[src/rtl/butterfly_pipe_pkg.sv]
// Shared definitions for the radix-2 butterfly pipeline.
//   STAGES : number of register stages between di_en and do_en
//   sat_to : clamp a wide signed value to a w-bit signed range and
//            report whether clamping happened
package butterfly_pipe_pkg;

  localparam int STAGES = 3;
  // Wide enough for every intermediate the pipeline ever saturates.
  localparam int SAT_W  = 64;

  typedef struct packed {
    logic                    hit;
    logic signed [SAT_W-1:0] val;
  } sat_t;

  function automatic sat_t sat_to(input logic signed [SAT_W-1:0] v, input int w);
    sat_t                    r;
    logic signed [SAT_W-1:0] hi, lo;
    hi    = (64'sd1 <<< (w - 1)) - 64'sd1;
    lo    = -(64'sd1 <<< (w - 1));
    r.hit = 1'b0;
    r.val = v;
    if (v > hi) begin
      r.hit = 1'b1;
      r.val = hi;
    end else if (v < lo) begin
      r.hit = 1'b1;
      r.val = lo;
    end
    return r;
  endfunction

endpackage

[src/rtl/butterfly_pipe_if.sv]
// Data-path bundle of the butterfly pipeline.
//   master : source side (drives di_en, operands, twiddle, modes, ovf_clr)
//   slave  : butterfly side (drives do_en, results, ovf)
interface butterfly_pipe_if #(
  parameter int WIDTH    = 16,
  parameter int TW_WIDTH = 16
);
  logic                       di_en;
  logic signed [WIDTH-1:0]    x0_re, x0_im, x1_re, x1_im;
  logic signed [TW_WIDTH-1:0] tw_re, tw_im;
  logic                       scale_en;
  logic                       ovf_clr;
  logic                       do_en;
  logic signed [WIDTH-1:0]    y0_re, y0_im, y1_re, y1_im;
  logic                       ovf;

  modport master (
    output di_en, x0_re, x0_im, x1_re, x1_im, tw_re, tw_im, scale_en, ovf_clr,
    input  do_en, y0_re, y0_im, y1_re, y1_im, ovf
  );

  modport slave (
    input  di_en, x0_re, x0_im, x1_re, x1_im, tw_re, tw_im, scale_en, ovf_clr,
    output do_en, y0_re, y0_im, y1_re, y1_im, ovf
  );
endinterface

[src/rtl/butterfly_pipe_cmul.sv]
// Complex multiply with round-half-up rescale of a Q1.(TW-1) twiddle.
//   sr, si : AW-bit signed operand
//   tr, ti : TW-bit signed twiddle
//   pr, pi : (AW+1)-bit result = (s*t + 2^(TW-2)) >>> (TW-1)
// The extra output bit absorbs the -1.0 twiddle (-2^(TW-1)) without wrap.
module cmul #(
  parameter int AW = 17,
  parameter int TW = 16
) (
  input  logic signed [AW-1:0] sr,
  input  logic signed [AW-1:0] si,
  input  logic signed [TW-1:0] tr,
  input  logic signed [TW-1:0] ti,
  output logic signed [AW:0]   pr,
  output logic signed [AW:0]   pi
);
  // Full-precision width: product plus one bit for the sum of two products.
  localparam int FW = AW + TW + 1;
  localparam int OW = AW + 1;
  localparam logic signed [FW-1:0] HALF = FW'(1) <<< (TW - 2);

  logic signed [FW-1:0] rr, ii, ri, ir, re_f, im_f;

  always_comb begin
    rr   = FW'(sr) * FW'(tr);
    ii   = FW'(si) * FW'(ti);
    ri   = FW'(sr) * FW'(ti);
    ir   = FW'(si) * FW'(tr);
    re_f = rr - ii + HALF;
    im_f = ri + ir + HALF;
    pr   = OW'(re_f >>> (TW - 1));
    pi   = OW'(im_f >>> (TW - 1));
  end
endmodule

[src/rtl/butterfly_pipe.sv]
// Three-stage radix-2 DIF butterfly: y0 = x0+x1, y1 = (x0-x1)*tw.
//   clock, reset : rising-edge clock, async active-high reset
//   bus          : butterfly_pipe_if.slave (operands in, results out)
// Stage 1 forms sum/difference, stage 2 applies the twiddle, stage 3
// optionally halves and saturates to WIDTH. do_en is di_en delayed by
// STAGES cycles; y outputs hold between valid pairs; ovf is sticky.
module butterfly_pipe
  import butterfly_pipe_pkg::*;
#(
  parameter int WIDTH    = 16,
  parameter int TW_WIDTH = 16,
  parameter int RH       = 0
) (
  input  logic            clock,
  input  logic            reset,
  butterfly_pipe_if.slave bus
);
  localparam int AW = WIDTH + 1;
  localparam int PW = WIDTH + 2;

  logic [STAGES:0] vld_pipe;

  // Stage 1 registers
  logic signed [AW-1:0]       s1_add_re, s1_add_im, s1_sub_re, s1_sub_im;
  logic signed [TW_WIDTH-1:0] s1_tw_re, s1_tw_im;
  logic                       s1_scale;

  // Stage 2 registers
  logic signed [AW-1:0] s2_add_re, s2_add_im;
  logic signed [PW-1:0] s2_p_re, s2_p_im;
  logic                 s2_scale;
  logic signed [PW-1:0] p_re, p_im;

  // Stage 3
  logic signed [SAT_W-1:0] w0_re, w0_im, w1_re, w1_im;
  sat_t                    sat0_re, sat0_im, sat1_re, sat1_im;
  logic                    hit_any;
  logic signed [WIDTH-1:0] y0_re, y0_im, y1_re, y1_im;
  logic                    ovf;

  assign vld_pipe[0] = bus.di_en;

  always_ff @(posedge clock or posedge reset) begin
    if (reset) vld_pipe[STAGES:1] <= '0;
    else       vld_pipe[STAGES:1] <= vld_pipe[STAGES-1:0];
  end

  // Stage 1: widen by one bit so sum and difference are exact.
  always_ff @(posedge clock or posedge reset) begin
    if (reset) begin
      s1_add_re <= '0; s1_add_im <= '0;
      s1_sub_re <= '0; s1_sub_im <= '0;
      s1_tw_re  <= '0; s1_tw_im  <= '0;
      s1_scale  <= 1'b0;
    end else if (vld_pipe[0]) begin
      s1_add_re <= AW'(bus.x0_re) + AW'(bus.x1_re);
      s1_add_im <= AW'(bus.x0_im) + AW'(bus.x1_im);
      s1_sub_re <= AW'(bus.x0_re) - AW'(bus.x1_re);
      s1_sub_im <= AW'(bus.x0_im) - AW'(bus.x1_im);
      s1_tw_re  <= bus.tw_re;
      s1_tw_im  <= bus.tw_im;
      s1_scale  <= bus.scale_en;
    end
  end

  // Stage 2: twiddle multiply on the difference path.
  cmul #(.AW(AW), .TW(TW_WIDTH)) u_cmul (
    .sr (s1_sub_re),
    .si (s1_sub_im),
    .tr (s1_tw_re),
    .ti (s1_tw_im),
    .pr (p_re),
    .pi (p_im)
  );

  always_ff @(posedge clock or posedge reset) begin
    if (reset) begin
      s2_add_re <= '0; s2_add_im <= '0;
      s2_p_re   <= '0; s2_p_im   <= '0;
      s2_scale  <= 1'b0;
    end else if (vld_pipe[1]) begin
      s2_add_re <= s1_add_re;
      s2_add_im <= s1_add_im;
      s2_p_re   <= p_re;
      s2_p_im   <= p_im;
      s2_scale  <= s1_scale;
    end
  end

  // Stage 3: optional halving, then clamp to WIDTH in either mode.
  always_comb begin
    if (s2_scale) begin
      w0_re = (SAT_W'(s2_add_re) + SAT_W'(RH)) >>> 1;
      w0_im = (SAT_W'(s2_add_im) + SAT_W'(RH)) >>> 1;
      w1_re = (SAT_W'(s2_p_re)   + SAT_W'(RH)) >>> 1;
      w1_im = (SAT_W'(s2_p_im)   + SAT_W'(RH)) >>> 1;
    end else begin
      w0_re = SAT_W'(s2_add_re);
      w0_im = SAT_W'(s2_add_im);
      w1_re = SAT_W'(s2_p_re);
      w1_im = SAT_W'(s2_p_im);
    end
    sat0_re = sat_to(w0_re, WIDTH);
    sat0_im = sat_to(w0_im, WIDTH);
    sat1_re = sat_to(w1_re, WIDTH);
    sat1_im = sat_to(w1_im, WIDTH);
    hit_any = sat0_re.hit | sat0_im.hit | sat1_re.hit | sat1_im.hit;
  end

  always_ff @(posedge clock or posedge reset) begin
    if (reset) begin
      y0_re <= '0; y0_im <= '0;
      y1_re <= '0; y1_im <= '0;
    end else if (vld_pipe[STAGES-1]) begin
      y0_re <= WIDTH'(sat0_re.val);
      y0_im <= WIDTH'(sat0_im.val);
      y1_re <= WIDTH'(sat1_re.val);
      y1_im <= WIDTH'(sat1_im.val);
    end
  end

  // Stale stage-2 data between pairs must not raise ovf, hence the valid
  // gate; a saturation on the output edge beats a coincident clear.
  always_ff @(posedge clock or posedge reset) begin
    if (reset)                              ovf <= 1'b0;
    else if (vld_pipe[STAGES-1] && hit_any) ovf <= 1'b1;
    else if (bus.ovf_clr)                   ovf <= 1'b0;
  end

  assign bus.do_en = vld_pipe[STAGES];
  assign bus.y0_re = y0_re;
  assign bus.y0_im = y0_im;
  assign bus.y1_re = y1_re;
  assign bus.y1_im = y1_im;
  assign bus.ovf   = ovf;

endmodule

[src/flat_wrapper.sv]
// flat-port wrapper written by rule: the top's interface ports become plain ports
module butterfly_pipe_flat import butterfly_pipe_pkg::*;
#(
  parameter int WIDTH    = 16,
  parameter int TW_WIDTH = 16,
  parameter int RH       = 0
)
  (clock, reset, bus_di_en, bus_x0_re, bus_x0_im, bus_x1_re, bus_x1_im, bus_tw_re, bus_tw_im, bus_scale_en, bus_ovf_clr, bus_do_en, bus_y0_re, bus_y0_im, bus_y1_re, bus_y1_im, bus_ovf);
  butterfly_pipe_if #(.WIDTH(WIDTH), .TW_WIDTH(TW_WIDTH)) bus_i ();
  input  logic clock;
  input  logic reset;
  input wire logic [$bits(bus_i.di_en)-1:0] bus_di_en;
  input wire logic [$bits(bus_i.x0_re)-1:0] bus_x0_re;
  input wire logic [$bits(bus_i.x0_im)-1:0] bus_x0_im;
  input wire logic [$bits(bus_i.x1_re)-1:0] bus_x1_re;
  input wire logic [$bits(bus_i.x1_im)-1:0] bus_x1_im;
  input wire logic [$bits(bus_i.tw_re)-1:0] bus_tw_re;
  input wire logic [$bits(bus_i.tw_im)-1:0] bus_tw_im;
  input wire logic [$bits(bus_i.scale_en)-1:0] bus_scale_en;
  input wire logic [$bits(bus_i.ovf_clr)-1:0] bus_ovf_clr;
  output wire logic [$bits(bus_i.do_en)-1:0] bus_do_en;
  output wire logic [$bits(bus_i.y0_re)-1:0] bus_y0_re;
  output wire logic [$bits(bus_i.y0_im)-1:0] bus_y0_im;
  output wire logic [$bits(bus_i.y1_re)-1:0] bus_y1_re;
  output wire logic [$bits(bus_i.y1_im)-1:0] bus_y1_im;
  output wire logic [$bits(bus_i.ovf)-1:0] bus_ovf;
  assign bus_i.di_en = bus_di_en;
  assign bus_i.x0_re = bus_x0_re;
  assign bus_i.x0_im = bus_x0_im;
  assign bus_i.x1_re = bus_x1_re;
  assign bus_i.x1_im = bus_x1_im;
  assign bus_i.tw_re = bus_tw_re;
  assign bus_i.tw_im = bus_tw_im;
  assign bus_i.scale_en = bus_scale_en;
  assign bus_i.ovf_clr = bus_ovf_clr;
  assign bus_do_en = bus_i.do_en;
  assign bus_y0_re = bus_i.y0_re;
  assign bus_y0_im = bus_i.y0_im;
  assign bus_y1_re = bus_i.y1_re;
  assign bus_y1_im = bus_i.y1_im;
  assign bus_ovf = bus_i.ovf;
  butterfly_pipe #(.WIDTH(WIDTH), .TW_WIDTH(TW_WIDTH), .RH(RH)) u_core (.clock(clock), .reset(reset), .bus(bus_i));
endmodule
[config.mk]
export PLATFORM = sky130hd
export DESIGN_NAME = butterfly_pipe_flat
export DESIGN_NICKNAME = d
export VERILOG_FILES = /design/src/rtl/butterfly_pipe_pkg.sv /design/src/rtl/butterfly_pipe_if.sv /design/src/rtl/butterfly_pipe_cmul.sv /design/src/rtl/butterfly_pipe.sv /design/src/flat_wrapper.sv
export SDC_FILE = /design/constraint.sdc
export NUM_CORES = 2
export LEC_CHECK = 0
export BUFFER_PORTS_ARGS = -buffer_cell sky130_fd_sc_hd__buf_2
export CORE_ASPECT_RATIO = 1.4
export CORE_MARGIN = 8
export CORE_UTILIZATION = 40
export DETAILED_ROUTE_END_ITERATION = 6
export GPL_ROUTABILITY_DRIVEN = 0
export PLACE_DENSITY_LB_ADDON = 0.25
export SYNTH_ARGS = -nofsm -noshare
export SYNTH_HDL_FRONTEND = slang
export SYNTH_SLANG_ARGS = --single-unit
[constraint.sdc]
create_clock -name clock -period 11.3 [get_ports clock]
set_input_delay 1.695 -clock clock [delete_from_list [all_inputs] [get_ports clock]]
set_output_delay 1.695 -clock clock [all_outputs]
set_load 0.02 [all_outputs]
==> key figures <==
Status
  • Outcome: finished with violations
  • Violated checks: DRC

CTS
  • TritonCTS clock tree: done
  • Clk pin slew, worst setup/hold paths: 0.07 ns
  • Clock sinks: 238
  • H-tree depth: 1
  • Post-CTS setup buffers: 0
  • Clock Path Buffers: 3
  • # hold bufs at CTS: 0
  • Clock Tree Root: clkbuf_16
  • Clock Latency Late Sink: 0.69 ns
  • Total CTS buffers: 30
  • CTS resizes: 0

Global routing
  • Total grt overflow: 0
  • GR peak layer: met2
  • Initial antenna violation count: 7
  • Number of global-route vias before repair: 42,200
  • Met2 usage in global routing: 38.9%
  • Global-route wire length before repair: 237 mm
  • Largest net degree at the start of global routing: 134
  • GRT Util Overall: 20.6%
  • Met1 GRT Util: 23.9%
  • Met3 Use GR: 2.08%

Place
  • Dpl ws: 2.68 ns
  • Placed wire-length estimate: 117 mm
  • Buffers on Ports: 166

Synthesis
  • Adder-cell share of the synthesized area: 54.0%
  • Compound-Gate Fraction of Synth Area: 4.49%
  • Top-area cell type share of the netlist area: 45.4%
  • EDFF count, synth: 0
  • Main area contributors after synthesis: fa_1 45%, dfrtp_1 11%, inv_1 10%
  • #FFs+latches synth: 238
  • Async set or reset register ratio after synthesis: 100%
  • Distinct cells, synth: 73
  • Avg Inst Size Synth: 9.47 um2
  • Synth Instances: 5,649
  • Mux cell area share after synthesis: 2.67%
  • Leading cell types by count after synthesis: 1,433 x inv_1, 1,213 x fa_1, 565 x nand2_1
  • Synth Area in Simple Gates: 13.9%
  • Yosys synthesis warning count: 0
  • Syn Std Cell Area: 53,500 um2
  • Synth Area in XOR/XNOR: 1.79%
  • Seq/Total Area, Yosys: 11.1%
  • Main combinational cell family by area after synthesis: adder cells
  • Syn Nets: 7,329
  • Most area-hungry cell type in the Yosys netlist: fa_1
  • Count leader, synth: inv_1
  • Ys flop type: dfrtp_1

Drt
  • Routed len/inst: 19.7 um
  • First DRT Iteration DRCs: 1,963
  • Drt drc: 2
  • Vias: 37,200
  • Final WL: 147 mm
  • DRT Pass-1 Iters: 7
  • Vias per Instance: 5.02
  • Final antenna-violating net count: 0

Final layout
  • Register cell area after layout: 5980 um2
  • Share of cells above drive strength 1: 7.72%
  • Net count, final: 7,319
  • Filler Cell Count: 13,000
  • Area growth syn-to-layout: 6.75%
  • Multi-input gate area: 41,100 um2

STA
  • PnR worst setup slack: 2.56 ns
  • F_max: 0.114 GHz
  • Count of pins over their slew limit: 0
  • Max Clock Skew: 0.0534 ns
  • Final Hold Fails: 0
  • Final setup violating endpoints: 0
  • Total Neg Setup Slack: 0 ns
  • Slew Limit Headroom: 7.77%
  • Fin crit period: 8.74 ns
  • Period Utilization, post-route: 77.3%
  • RSZ-0062 raised after global routing: false
  • Least-Margin Pin Slew: 1.38 ns

Die
  • I/O pin cnt: 167
  • Die Wd: 325 um
  • Core Region: 133,000 um2
  • Initial Util: 40.3%
  • Die area: 146,000 um2
  • Die Y: 449 um
  • Row count: 158

Setup path
  • Crit path DAT: 9.26 ns
  • Top delay family on crit path: adder cells
  • CP Cell Sequence: buf_4, nand2_1, fa_1, inv_1, fa_1, ha_1, fa_1, fa_1, fa_1, fa_1, inv_1, fa_1, inv_1, ha_1, nand3_1, nor3b_1, a211oi_1, o21ai_0, a31oi_1, o21ai_0, nand4_1, a311o_1, o311ai_0
  • Worst path max stage delay: 1.26 ns
  • WP buf/inv: 4
  • CP Class: reg2reg
  • Crit path depth: 23
  • Slowest CP cell: dfrtp_1
  • Worst-path maximum fanout: 20
  • CP dominant cell by count: fa_1
  • Crit path capture type: register
  • Worst setup SP type: register
  • Required @ worst endpoint: 11.82 ns
  • Reg2Reg Depth: 23

Worst hold path
  • HP Class: reg2reg
  • WHS Path Cells: 2

Run
  • Max-Cap Viols: 0
-- worst min-delay path, cell delays in order (launching register included) --
cell,delay [ns]
dfrtp_1,0.34
nand2_1,0.05
o21ai_0,0.07
-- final cells by class --
| type | instances | share of cell area (%) |
|---|---|---|
| Multi-Input combinational cell | 3687 | 71.9 |
| Sequential cell | 238 | 10.5 |
| Inverter | 1436 | 9.45 |
| Tap cell | 1760 | 3.86 |
| Timing Repair Buffer | 246 | 2.53 |
| Clock buffer | 35 | 1.38 |
| Clock inverter | 21 | 0.381 |
| Antenna cell | 3 | 0.0132 |
-- kinds of logic (layout without fill, tap and decap cells) --
logic type,Yosys count,count (layout)
other,0,3
and+or+nand+nor,1509,1509
muxes,130,130
buffers and inverters,1724,1738
DFF,238,238
adders and majority gates,1579,1579
xor gates and xnor gates,109,109
AOI/OAI and AO/OA,360,360
-- path summary, 6_finish.rpt --
check	start	endpoint	slack [ns]
max	u_core.s1_tw_re[12]$_DFFE_PP0P_	u_core.s2_p_im[16]$_DFFE_PP0P_	2.56
min	u_core.s1_scale$_DFFE_PP0P_	u_core.s2_scale$_DFFE_PP0P_	0.49
max reg2reg	u_core.s1_tw_re[12]$_DFFE_PP0P_	u_core.s2_p_im[16]$_DFFE_PP0P_	2.56
min reg2reg	u_core.s1_scale$_DFFE_PP0P_	u_core.s2_scale$_DFFE_PP0P_	0.49
max in group asynchronous	reset	u_core.vld_pipe[2]$_DFF_PP0_	8.42
min in group asynchronous	reset	u_core.bus.y1_im[14]$_DFFE_PP0P_	1.11
-- sequential cells by signal (all words and copies together), names as in the netlist, 17 cells and up --
signal,cells
u_core.s2_p_im,18
u_core.s1_sub_re,17
u_core.s1_sub_im,17
u_core.s2_add_im,17
u_core.s2_p_re,18
u_core.s2_add_re,17
-- stage by stage --
stage	hold WS, ns	instances	area [um2]	util [%]
floorplan	0.352	5649	53500	-
global placement	0.467	7367	56100	42.3
detailed placement	0.473	7367	56100	42.3
CTS	0.488	7423	57100	43.0
global route	0.509	7423	57100	43.0
finish	0.493	7426	57100	43.0
-- cells in the final DEF, fill, tap and decap left out, types with 7 or more instances in the layout --
| cell | instances |
|---|---|
| nor3_1 | 71 |
| a211oi_1 | 10 |
| nand3_1 | 24 |
| o311ai_0 | 9 |
| a31oi_1 | 18 |
| xor2_1 | 18 |
| and3_1 | 14 |
| buf_2 | 165 |
| inv_6 | 7 |
| or3_1 | 15 |
| o21a_1 | 8 |
| fa_1 | 1213 |
| inv_1 | 1432 |
| o22a_1 | 30 |
| mux2_2 | 100 |
| nor2_1 | 216 |
| buf_4 | 80 |
| xnor2_1 | 91 |
| dfrtp_1 | 227 |
| a21oi_1 | 129 |
| o21ai_0 | 47 |
| nor2b_1 | 19 |
| ha_1 | 366 |
| clkbuf_16 | 30 |
| nand2b_1 | 34 |
| a21o_1 | 14 |
| clkinv_2 | 7 |
| nand2_1 | 565 |
| and2_1 | 517 |
| dfrtp_2 | 8 |
| o2111ai_1 | 7 |
| mux2i_1 | 30 |
-- layer usage --
metal  share of wire [%]  vias up  wire length (um)
met5                   0        -                 0
met4                 4.5        0              6640
met3                 4.2      252              6170
met2                  54      916             79000
met1                  37    19600             54800
li1                    -    16500                 -
Power is not shown: default switching activity piles up to over one toggle a cycle in this logic, so the estimate is an artifact.
